File: src/rtl/instr_fetch_unit.sv
// -----------------------------------------------------------------------------
// instr_fetch_unit
//
// Decoupled instruction-fetch front end for the 8-bit accumulator CPU.
// Issues sequential fetch requests to a synchronous instruction memory with a
// fixed 1-cycle read latency. Returned instructions go into a small prefetch
// FIFO and are handed to execute over a valid/ready handshake. A flush
// (taken jump) empties the FIFO, drops the in-flight response and reloads the
// fetch PC.
//
// Requests are credit-limited: one is only issued while (FIFO entries +
// outstanding response) < DEPTH, so a returning response always has a slot.
//
// Build option:
//   FETCH_BYPASS_EN - when defined, a response arriving while the FIFO is
//                     empty is shown on instr/instr_pc in the same cycle
//                     (accept-to-valid latency 1 instead of 2). If execute
//                     takes it that cycle it is never written to the FIFO.
//
// Ports:
//   clk          in   clock, rising edge
//   reset        in   asynchronous, active-low reset
//   fetch_en     in   allow new memory requests
//   flush        in   redirect strobe (jump taken)
//   flush_pc     in   redirect target, valid with flush
//   imem_req     out  memory read request
//   imem_addr    out  request address (current fetch PC)
//   imem_gnt     in   memory accepts the request this cycle
//   imem_rvalid  in   read data valid, 1 cycle after an accepted request
//   imem_rdata   in   read data
//   instr_valid  out  instruction available to execute
//   instr        out  head instruction, 0x00 (NOP) when empty
//   instr_pc     out  address of instr
//   instr_ready  in   execute consumes instr this cycle
// -----------------------------------------------------------------------------
module instr_fetch_unit #(
    parameter int ADDR_W  = 8,
    parameter int INSTR_W = 8,
    parameter int DEPTH   = 4
) (
    input  logic               clk,
    input  logic               reset,
    input  logic               fetch_en,
    input  logic               flush,
    input  logic [ADDR_W-1:0]  flush_pc,
    output logic               imem_req,
    output logic [ADDR_W-1:0]  imem_addr,
    input  logic               imem_gnt,
    input  logic               imem_rvalid,
    input  logic [INSTR_W-1:0] imem_rdata,
    output logic               instr_valid,
    output logic [INSTR_W-1:0] instr,
    output logic [ADDR_W-1:0]  instr_pc,
    input  logic               instr_ready
);

    localparam int PTR_W = $clog2(DEPTH);
    localparam int CNT_W = PTR_W + 1;

    // Fetch state
    logic [ADDR_W-1:0]  pc_q;
    logic               pend_q;      // a response is due next cycle
    logic [ADDR_W-1:0]  pend_pc_q;   // PC of that response

    // Prefetch FIFO
    logic [INSTR_W-1:0] fifo_instr [DEPTH];
    logic [ADDR_W-1:0]  fifo_pc    [DEPTH];
    logic [PTR_W-1:0]   rd_ptr_q;
    logic [PTR_W-1:0]   wr_ptr_q;
    logic [CNT_W-1:0]   count_q;

    // Combinational control
    logic [CNT_W:0]     inflight;
    logic               credit_ok;
    logic               fifo_empty;
    logic               accept;
    logic               rsp_ok;
    logic               bypass;
    logic               pop;
    logic               push;
    logic               fifo_pop;

    assign inflight   = {1'b0, count_q} + {{CNT_W{1'b0}}, pend_q};
    assign credit_ok  = inflight < (CNT_W+1)'(DEPTH);
    assign fifo_empty = (count_q == '0);

    assign imem_req   = fetch_en && !flush && credit_ok;
    assign imem_addr  = pc_q;
    assign accept     = imem_req && imem_gnt;

    // A response counts only if we are actually waiting for one; anything
    // else is stale (pre-flush or pre-reset) and is ignored.
    assign rsp_ok     = imem_rvalid && pend_q && !flush;

`ifdef FETCH_BYPASS_EN
    assign bypass     = fifo_empty && rsp_ok;
`else
    assign bypass     = 1'b0;
`endif

    assign instr_valid = (!fifo_empty && !flush) || bypass;
    assign pop         = instr_valid && instr_ready;
    // A bypassed response that is consumed immediately never enters the FIFO.
    assign push        = rsp_ok && !(bypass && instr_ready);
    assign fifo_pop    = pop && !bypass;

    // NOTE: every output of a combinational block gets a default first, so
    // no path through it can leave a value unassigned and infer a latch.
    always_comb begin
        instr    = '0;
        instr_pc = '0;
        if (bypass) begin
            instr    = imem_rdata;
            instr_pc = pend_pc_q;
        end else if (!fifo_empty) begin
            instr    = fifo_instr[rd_ptr_q];
            instr_pc = fifo_pc[rd_ptr_q];
        end
    end

    // NOTE: sequential state is updated with non-blocking assignments only,
    // so every register samples pre-edge values regardless of block order.
    always_ff @(posedge clk or negedge reset) begin
        if (!reset) begin
            pc_q      <= '0;
            pend_q    <= 1'b0;
            pend_pc_q <= '0;
            rd_ptr_q  <= '0;
            wr_ptr_q  <= '0;
            count_q   <= '0;
        end else if (flush) begin
            // Redirect wins over everything: drop FIFO, in-flight response
            // and any pop requested this cycle.
            pc_q      <= flush_pc;
            pend_q    <= 1'b0;
            rd_ptr_q  <= '0;
            wr_ptr_q  <= '0;
            count_q   <= '0;
        end else begin
            pend_q <= accept;
            if (accept) begin
                pc_q      <= pc_q + ADDR_W'(1);
                pend_pc_q <= pc_q;
            end
            if (push)
                wr_ptr_q <= wr_ptr_q + PTR_W'(1);
            if (fifo_pop)
                rd_ptr_q <= rd_ptr_q + PTR_W'(1);
            case ({push, fifo_pop})
                2'b10:   count_q <= count_q + CNT_W'(1);
                2'b01:   count_q <= count_q - CNT_W'(1);
                default: count_q <= count_q;
            endcase
        end
    end

    // NOTE: FIFO storage has no reset; count/pointers gate every read, so
    // stale contents are never visible and the array can map to plain RAM.
    always_ff @(posedge clk) begin
        if (push) begin
            fifo_instr[wr_ptr_q] <= imem_rdata;
            fifo_pc[wr_ptr_q]    <= pend_pc_q;
        end
    end

endmodule
File: config.mk
export PLATFORM = sky130hd
export DESIGN_NAME = instr_fetch_unit
export DESIGN_NICKNAME = d
export VERILOG_FILES = /design/src/rtl/instr_fetch_unit.sv
export SDC_FILE = /design/constraint.sdc
export NUM_CORES = 1
export LEC_CHECK = 0
export CAP_MARGIN = 30
export CORE_MARGIN = 4
export CORE_UTILIZATION = 45
export CTS_CLUSTER_DIAMETER = 40
export DETAILED_ROUTE_END_ITERATION = 8
export PLACE_DENSITY = 0.64
export SLEW_MARGIN = 10
export SYNTH_ARGS = -nofsm -noshare
export SYNTH_HDL_FRONTEND = slang
export SYNTH_SLANG_ARGS = --single-unit
File: constraint.sdc
create_clock -name clk -period 2.6 [get_ports clk]
set_clock_uncertainty 0.1 [all_clocks]
set_input_delay 0.39 -clock clk [delete_from_list [all_inputs] [get_ports clk]]
set_output_delay 0.39 -clock clk [all_outputs]
set_load 0.05 [all_outputs]
# Word level (Yosys, flattened, before mapping)
# Memories as Yosys holds them, arrays and structs flattened.
# Cells that the tools add are included.
# totals
ff_bits,24
ram_bits,64
input_bits,23
word_cells,46
memories,2
# memory_table
memory,depth,word_bits,read_ports,rd_ports_with_merged_regs,wr,line_no,source
fifo_instr,4,8,1,0,1,66,logic [INSTR_W-1:0] fifo_instr [DEPTH];
fifo_pc,4,8,1,0,1,67,logic [ADDR_W-1:0] fifo_pc [DEPTH];
# op_classes
n_addsub,6
magnitude_cmp,1
eq_ne,2
muxes,13
n_bitwise,1
reduce_logical,15
# op_table
cell,count
2-to-1 mux 8 bit,4
"adder 8 x 1 -> 8 bit, second input constant",1
2-to-1 mux 2 bit,4
logical AND 1 bit,7
case mux 3 bit (2 select lines),1
nonzero test 2 bit,3
"adder 2 x 1 -> 2 bit, second input constant",2
adder 3 x 1 -> 4 bit,1
"< comparator 4 x 3 -> 1 bit, second input constant",1
"adder 3 x 1 -> 3 bit, second input constant",1
zero test 3 bit,1
2-to-1 mux 1 bit,3
2-to-1 mux 3 bit,1
nonzero test 3 bit,1
"subtractor 3 x 1 -> 3 bit, second input constant",1
"== test 2 x 1 -> 1 bit, second input constant",1
"== test 2 bit, second input constant",1
zero test 1 bit,2
AND reduction 2 bit,1
inverter 1 bit,1

# Logic depth before layout (Yosys ltp)
# Gate-level depths: netlist of run 1.
# depth
word_depth,7
mapped_depth,7
mapped_depth_nobuf,7

# Least setup slack after synthesis of run 1
# OpenSTA, ideal clock, no wires.
# synth_path
kind,register -> output
startpoint,reg count_q[1]
endpoint,out imem_req
arrival_time_ns,2.282
path_slack_ns,-0.172
path_stages_with_launch,3
cell_sequence,dfrtp_1 -> and3_1 -> nor4b_1
# synth_via
elab_chain_cells,3
# synth_rtl
element,line_no,source
"start, declared",70,logic [CNT_W-1:0] count_q;
"start signal, assigned",150,2'b10: count_q <= count_q + CNT_W'(1);
"start signal, assigned",151,2'b01: count_q <= count_q - CNT_W'(1);
"start signal, assigned",152,default: count_q <= count_q;
adder 3 x 1 -> 4 bit,83,"assign inflight = {1'b0, count_q} + {{CNT_W{1'b0}}, pend_q};"
< comparator 4 x 3 -> 1 bit,84,assign credit_ok = inflight < (CNT_W+1)'(DEPTH);
logical AND 1 bit,87,assign imem_req = fetch_en && !flush && credit_ok;
"end, declared",46,"output logic imem_req,"
# Every way passes these cells.

# Worst setup path in the final report of run 1
# layout_path
startpoint,reg rd_ptr_q[0]
endpoint,out instr_pc[3]
# layout_via
elab_chain_cells,2
# layout_rtl
element,line_no,source
"start, declared",68,logic [PTR_W-1:0] rd_ptr_q;
"start signal, assigned",148,rd_ptr_q <= rd_ptr_q + PTR_W'(1);
memory read (4 x 8 bit),-,
2-to-1 mux 8 bit,115,end else if (!fifo_empty) begin
"end, declared",53,"output logic [ADDR_W-1:0] instr_pc,"
# Every way passes these cells.

==> results of run 1 <==
==> worst paths after layout <==
kind	start	endpoint	slack [ps]	cells past startpoint
setup / recovery	rd_ptr_q[0]$_DFFE_PN0P_	instr_pc[3]	160	4
hold / removal	reset	imem_addr[1]$_DFFE_PN0P_	290	2
setup reg to reg	count_q[2]$_DFFE_PN0P_	count_q[2]$_DFFE_PN0P_	320	6
hold reg to reg	pend_pc_q[3]$_DFFE_PN0P_	fifo_pc[2][3]$_DFFE_PP_	410	0
max in group asynchronous	reset	pend_pc_q[7]$_DFFE_PN0P_	1860	2
min in group clk	pend_pc_q[3]$_DFFE_PN0P_	fifo_pc[2][3]$_DFFE_PP_	410	0
==> logic make-up (layout without fill, tap and decap cells) <==
logic type               count (synthesis)  in the layout  share of synthesized area
AO/OA/AOI/OAI                           20             20                    0.03452
XOR/XNOR                                 9              9                    0.02071
adder cells (fa/ha/maj)                  6              6                    0.02170
buffers and inverters                   12             76                    0.02400
flip-flops                              88             88                     0.6627
multiplexers                            25             25                     0.1282
AND/OR/NAND/NOR                         68             68                     0.1082
==> worst reg2reg max path, delay by kind of cell, from the launching register on <==
family	cells	cell delay, ps
compound gates	1	230
simple gates	4	1000
fa+ha+maj	1	420
flops	1	460
==> layout by cell type (no fill, tap or decap), types with 2 or more instances in the layout <==
master           Yosys  routed
nand2b_1             2       2
mux2_2               9       9
clkdlybuf4s50_1      0      30
a31oi_1              3       3
xor2_1               5       5
nand3b_1             2       2
dfrtp_1             24      24
mux4_2               9       9
clkbuf_8             1       9
buf_4                1      24
nor3b_2              0       4
nand2_1             13      13
edfxtp_1            64      64
xnor2_1              4       4
and3_1               3       3
nor2_1               4       4
a21oi_1              6       6
o21ai_0              7       7
ha_1                 5       5
clkinvlp_4           0       2
nand3_1              3       3
nor2b_1              4       4
mux4_1               7       7
nor3_1               5       5
inv_1                2       2
and2_1              16      16
buf_12               0       4
==> through the flow <==
| step | util | instance area [µm²] | setup WS [ps] |
|---|---|---|---|
| 2_1_floorplan | - | 3812 | 95.61 |
| 3_3_place_gp | 0.5404 | 4441 | 215.0 |
| 3_5_place_dp | 0.5404 | 4441 | 177.0 |
| 4_1_cts | 0.5642 | 4636 | 129.9 |
| 5_1_grt | 0.5642 | 4636 | 66.38 |
| 6_report | 0.5642 | 4636 | 157.1 |
==> flip-flops by register name, indices dropped and copies added, names as in the netlist <==
register    cells
rd_ptr_q        2
fifo_instr     32
pend_pc_q       8
pend_q          1
wr_ptr_q        2
fifo_pc        32
count_q         3
imem_addr       8
==> power groups by stage <==
stage | combinational, mW | sequential (mW) | clock (mW)
floorplan | 0.340 | 1.75 | 0
global placement | 0.565 | 1.72 | 0
detailed placement | 0.570 | 1.72 | 0
CTS | 0.572 | 1.69 | 0.938
global route | 0.606 | 1.70 | 1.01
finish | 0.564 | 1.69 | 0.913
==> metal layers <==
layer | up-vias | GRT usage
met1 | 1038 | 0.1991
met3 | 8 | 0.04170
met2 | 70 | 0.2170
met5 | - | 0
met4 | 0 | 0.06303
li1 | 991 | -
==> cell type report <==
class	count	area [µm²]	area share
sequential	88	2522	0.5441
timing repair buffer	58	560.5	0.1209
inverter	2	7.507	0.001619
multi-input combinational	128	1219	0.2629
clock inverter	6	67.56	0.01457
clock buffer	10	127.6	0.02753
tap	105	131.4	0.02834
==> metrics, run 1 <==
WL met2 3.182 mm; clock-pin slew on the worst setup and hold paths 90 ps; max-cap viol count 0; Synth top cells by count 64 x edfxtp_1, 24 x dfrtp_1, 16 x and2_1; global-route wire length before repair approximately 11 mm; critical path's largest stage delay ~560 ps; Worst setup SP type register; Async SR Flop Fraction 0.2727; WS Path Type register to output port; max_slew headroom 0.6583; post-cts resize count 0; Routed WL ~6.8 mm; status finished clean; Post-Syn Area 3806 µm²; Yosys top cell area share 0.5049; number of DRC markers in iteration 0 35; routed vias 2,107; Port Buffers 48; CTS Hold Bufs 0; min Tclk post-route roughly 2400 ps; met3 WL post-DR roughly 440 µm; worst slew pin tran between 500 and 600 ps; distinct cell type count after synthesis 43; VDD IR max between 0.0003 and 0.0004 V; initial antenna violation count 0; Post-DP HPWL 4.389 mm; IO Pins 49; Sink Count 88; buffers and inverters on the worst path 2; EDFF count, synth 64; Design Power roughly 3.2 mW; Cell Int Power approximately 2.3 mW; logic gate share of total power 0.178; setup violators final 0; Post-synth top flop edfxtp_1; Post-Place Cells ~380; Overflow after GRT 0; Hold Violations, Final 0; RSZ-0062 raised after global routing no; H-tree levels 3; Placer Congestion ~0.79; CP required around 2100 ps; delay-heaviest family, CP multiplexers; Syn-to-layout area delta 21.79%; Critical Path Fanout Max 16; GRT Util Overall 0.1451; pwr dens slightly below 700 nW/µm²; TritonRoute pass-1 iters 4; Post-Syn Instances around 230; CTS tree built; die footprint around 10000 µm²; FILL cells approximately 670; Seq cells post-synth 88; cell breakdown of the critical path buf_12, mux4_1, and2_1, buf_4; switching part of the total power 0.2743; CTS max path bufs 2; Min-Delay Path Class input pin to asynchronous set/reset pin; Die W roughly 100 µm; Post-CTS Setup Inserts 0; Die Ht around 100 µm; Seq/Total Area, Yosys 0.6627; fin crit share 0.9396; LEAKAGE ~1.7 nW; via-per-instance ratio about 5.3; CTS Root Cell clkbuf_8; vias in the first global route roughly 2,100; Core ar. between 8000 and 9000 µm²; clock network fraction of design power 0.288; Avg Cell Area, Syn between 15 and 20 µm²; setup tns final 0 ps; top layer in use met4; cell with the most instances after synthesis edfxtp_1; M1 wire length a little over 3 mm; crit path DAT slightly below 2000 ps; DRC viols 0; CTS Buf Count 9; slowest CP cell mux4_1; latest clock arrival within the worst-skew pair around 340 ps; Synth area leader edfxtp_1; ANT nets after route 0; ant diodes 0; Hold WS approximately 300 ps; Final nets between 300 and 400; syn_nets approximately 260; FMAX 409.4 MHz; Flop pwr share 0.534; total net switching power 868.5 µW; # rows 33; Crit. End Element output port; largest net degree at the start of global routing 31; top post-synthesis cells by area edfxtp_1 50%, dfrtp_1 16%, mux4_2 5.3%; final non-filler cell total a little under 400; layout cells sized above 1 0.2500; Initial Util 0.4632; Routed WL per cell around 17 µm; number of warnings issued by yosys 0; Slew Viols, Final 0
No activity file was read; power rests on OpenSTA's default activity.
==> inputs of run 2 (changes only) <==
--- a/config.mk
+++ b/config.mk
@@ -5,11 +5,13 @@
 export SDC_FILE = /design/constraint.sdc
 export NUM_CORES = 1
 export LEC_CHECK = 0
+export ABC_AREA = 1
 export CAP_MARGIN = 30
-export CORE_MARGIN = 4
+export CORE_MARGIN = 2
 export CORE_UTILIZATION = 45
 export CTS_CLUSTER_DIAMETER = 40
 export DETAILED_ROUTE_END_ITERATION = 8
+export MAX_ROUTING_LAYER = met4
 export PLACE_DENSITY = 0.64
 export SLEW_MARGIN = 10
 export SYNTH_ARGS = -nofsm -noshare
==> metrics, run 2 <==
crit path DAT between 1500 and 2000 ps; Die W ~96 µm; Critical Path Fanout Max 32; Yosys top cell area share 0.5073; syn_nets approximately 380; biggest regs fifo_instr: 32 flops, fifo_pc: 32 flops; Avg Cell Area, Syn approximately 11 µm²; Sink Count 88; CTS Root Cell clkbuf_8; Async SR Flop Fraction 0.2727; Post-Syn Instances around 360; post-layout util 0.5638; H-tree levels 3; Initial Util 0.4634; Post-CTS Setup Inserts 0; CTS Hold Bufs 0; Hold Violations, Final 0; distinct cell type count after synthesis 27; Synth top cells by count 73 x nor2_1, 64 x edfxtp_1, 63 x nand2_1; buffers and inverters on the worst path 2; fin crit share 0.9010; vias in the first global route between 2,000 and 2,500; Routed WL per cell about 13 µm; Slew Viols, Final 0; clock-pin slew on the worst setup and hold paths roughly 80 ps; RSZ-0062 raised after global routing no; Seq/Total Area, Yosys 0.6658; LEAKAGE between 1.5 and 2 nW; CTS Buf Count 9; Port Buffers 48; CTS max path bufs 2; FMAX approximately 430 MHz; Routed WL 6.962 mm; max_slew headroom 0.5839; Worst setup SP type register; layout cells sized above 1 0.1370; cell with the most instances after synthesis nor2_1; IO Pins between 40 and 50; Min-Delay Path Class input pin to asynchronous set/reset pin; ant diodes 0; slowest CP cell dfrtp_1; initial antenna violation count 0; Synth area leader edfxtp_1; CP required approximately 2100 ps; Core ar. roughly 8200 µm²; Crit. End Element output port; r2r setup slk approximately 690 ps; Final Cell Area ~4600 µm²; die footprint just over 9000 µm²; setup violators final 0; met3 WL post-DR 355 µm; VDD IR max between 0.0004 and 0.0005 V; worst slew pin tran between 600 and 700 ps; critical path's largest stage delay 420 ps; FF+latch area 2522 µm²; Syn-to-layout area delta 21.66%; number of DRC markers in iteration 0 between 100 and 150; Hold WS between 200 and 300 ps; post-cts resize count 0; Overflow after GRT 0; Seq cells post-synth 88; Post-synth top flop edfxtp_1; WS Path Type register to output port; DRC viols 0; TritonRoute pass-1 iters 4; via-per-instance ratio approximately 5; min Tclk post-route approximately 2300 ps; routed vias approximately 2,500; WL met2 around 3.3 mm; Post-Place Cells 505; largest net degree at the start of global routing 34; Die Ht 95.76 µm; Post-Syn Area about 3800 µm²; cell breakdown of the critical path buf_4, nor2_1, nor2_1, o21ai_0, a21oi_1, buf_4; FILL cells slightly above 700; commonest non-fill, non-tap cell in the layout nor2_1; max-cap viol count 0; CTS tree built; GRT Util Overall 0.1710; delay-heaviest family, CP buffers and inverters; final non-filler cell total ~520; most frequent cells in the layout 73 x nor2_1, 64 x edfxtp_1, 63 x nand2_1; global-route wire length before repair between 10 and 15 mm; area of placed instances ~4400 µm²; Final nets between 400 and 500; status finished clean; ANT nets after route 0; top layer in use met4; # rows 33; setup tns final 0 ps; area of the multi-input gates 1104 µm²; Post-DP HPWL approximately 4.5 mm; pwr dens about 960 nW/µm²; EDFF count, synth 64; number of warnings issued by yosys 0; latest clock arrival within the worst-skew pair 340 ps; top post-synthesis cells by area edfxtp_1 51%, dfrtp_1 16%, nor2_1 7.2%; Placer Congestion slightly above 0.8; M1 wire length roughly 3.3 mm
## run 2: kinds of logic after synthesis
kind of cell / synth area share
XOR/XNOR: 0.004624
AND/OR/NAND/NOR: 0.1833
adder cells (fa/ha/maj): 0.02180
buffers and inverters: 0.04293
flip-flops: 0.6658
AO/OA/AOI/OAI: 0.08157
## run 2: area by class of cell
class,instances,share of cell area
timing repair buffer,59,0.1178
inverter,23,0.01873
sequential,88,0.5472
tap,105,0.02850
multi-input combinational,230,0.2394
clock buffer,9,0.02687
clock inverter,7,0.02144
## run 2: worst register-to-register path: stages (launching register included)
cell	delay, ps
dfrtp_1	440
nor2_1	120
nand2_1	130
nand3_2	140
nor2_2	60
fa_1	370
xnor2_1	180
inv_1	60
nand2_1	60
nand2_1	50
nand2_1	60
nand2_1	50
## run 2: metal layers
metal  up-vias  GRT usage
met1      1171     0.2246
met3         5    0.05012
li1       1306          -
met2        59     0.2698
met5         -          -
met4         0    0.03214
## run 2: worst paths after layout
check                                               from                        to  depth (start not counted)
max in group asynchronous                          reset   rd_ptr_q[0]$_DFFE_PN0P_                          2
worst max-delay path             rd_ptr_q[0]$_DFFE_PN0P_               instr_pc[5]                          6
min in group clk                pend_pc_q[4]$_DFFE_PN0P_   fifo_pc[0][4]$_DFFE_PP_                          0
worst min-delay path                               reset  imem_addr[1]$_DFFE_PN0P_                          2
worst min register to register  pend_pc_q[4]$_DFFE_PN0P_   fifo_pc[0][4]$_DFFE_PP_                          0
worst max register to register    count_q[0]$_DFFE_PN0P_    count_q[2]$_DFFE_PN0P_                         11
## run 2: through the flow
step | power (mW) | setup slack, ps
after floorplan | 2.949 | 459.6
after global placement | 3.451 | 270.1
after detailed placement | 3.473 | 183.9
after CTS | 4.488 | 258.4
after global routing | 4.686 | 125.4
final | 4.436 | 257.4
## run 2: report_power, final
part	total, mW	switching (mW)	internal [mW]
Sequential	1.78	0.125	1.65
Combinational	1.64	1.16	0.487
Clock	1.01	0.462	0.549
Total	4.44	1.74	2.69
==> inputs of run 3 (changes only) <==
--- a/config.mk
+++ b/config.mk
@@ -6,7 +6,6 @@
 export NUM_CORES = 1
 export LEC_CHECK = 0
 export ABC_AREA = 1
-export CAP_MARGIN = 30
 export CORE_MARGIN = 2
 export CORE_UTILIZATION = 45
 export CTS_CLUSTER_DIAMETER = 40
==> results of run 3 <==
The final DEF is identical to that of run 2; final timing and power are the same.
==> variant, RTL diff (settings of run 3) <==
The parameter `INSTR_W` goes from 8 to 7.
--- a/src/rtl/instr_fetch_unit.sv
+++ b/src/rtl/instr_fetch_unit.sv
@@ -35,7 +35,7 @@
 // -----------------------------------------------------------------------------
 module instr_fetch_unit #(
     parameter int ADDR_W  = 8,
-    parameter int INSTR_W = 8,
+    parameter int INSTR_W = 7,
     parameter int DEPTH   = 4
 ) (
     input  logic               clk,
Interface: changed (resized imem_rdata and instr); port bits go from 49 to 47. The function was not compared with the original's and may differ.
==> variant against run 3 <==
Total power fell by 0.77%; final area decreased by 3.3%; clock power is 7% higher; utilization up 1.0 points; area after synthesis is 4.1% lower; wire length rose by 0.93%; worst setup slack better by 0.057 ns; sequential cell count shrank 4; worst hold slack lost 0.0034 ns.
==> variant: results <==
{
  "drt_wl_total_um": 7030,
  "ys_seq_area_share_pct": 66.1,
  "grt_use_met3_pct": 2.73,
  "yosysUniqueCellTypes": 26,
  "synth_cells": 344,
  "max_freq_ghz": 0.437,
  "power.share.switching_pct": 38.5,
  "critPathMaxFanout": 33,
  "wl_met3_um": 239,
  "final_layout_size_suffix_gt1_share_pct": 13.6,
  "grtUsageMet2_pct": 29.5,
  "r2r_slack_ns": 0.67,
  "drt-vias-per-instance": 4.90,
  "status": "finished clean",
  "p_leak_nw": 1.82,
  "grt_pass1_wl_um": 11500,
  "placed_cell_area_mm2": 0.00422,
  "synth_nets": 372,
  "slowest_stage": "dfrtp_1",
  "worstPathArrival_ns": 1.80,
  "path_class": "register to primary output",
  "nNetsFinal": 427,
  "place_inst": 490,
  "num-fill-cells": 659,
  "met1_usage_pct": 21.8,
  "worst_r2r_endpoint": "count_q[2]",
  "worstMarginPinSlew_ns": 0.564,
  "grt_pass1_vias": 2486,
  "dp_hpwl_um": 4420,
  "top_regs": "fifo_pc (32), fifo_instr (28)",
  "stdcell_count": 505,
  "firstDrtPassIters": 5,
  "p_int_w": 0.00271,
  "crit_path_end": "instr_pc[0]",
  "irDropWorstVdd_mv": 0.435,
  "slowest_delay_ns": 0.35,
  "power_frac_seq_pct": 38.6,
  "p_clk_share_pct": 24.6,
  "wl_met1_um": 3410,
  "drt-initial-drc-count": 80,
  "ys_async_sr_fraction_pct": 28.6,
  "dp_slack_ns": 0.280,
  "port_buffers": 46,
  "grtUsageTotal_pct": 17.7,
  "synth_common_cells": "nor2_1, nand2_1, edfxtp_1, o21ai_0, dfrtp_1",
  "routabilityCongestion": 0.841
}
variant: changes by cell type in the layout (fill, tap and decap cells not counted), moves of 2 or more:
cell      change
nor2_1        -4
o21ai_0       -3
edfxtp_1      -4
inv_6         -2
variant: cell type report:
type | instances | area share (%)
flip-flops and latches | 84 | 53.9
multi-input cells | 223 | 24.1
repair buffers | 58 | 12.0
well taps | 102 | 2.86
clock buffers | 9 | 2.78
clock inverters | 6 | 2.53
inverters | 23 | 1.94
variant: cell families after synthesis:
kind of cell | Yosys count | synth area share, %
flops | 84 | 66.1
xor+xnor | 2 | 0.482
buf+inv | 37 | 4.37
compound gates | 58 | 8.09
simple gates | 157 | 18.7
fa+ha+maj | 6 | 2.27
variant: metrics by stage:
| stage | util, % | hold WS, ns |
|---|---|---|
| final | 57.4 | 0.296 |
| after CTS | 57.4 | 0.295 |
| after global placement | 54.4 | 0.399 |
| after detailed placement | 54.4 | 0.414 |
| after floorplan | - | -0.00559 |
| after global routing | 57.4 | 0.316 |
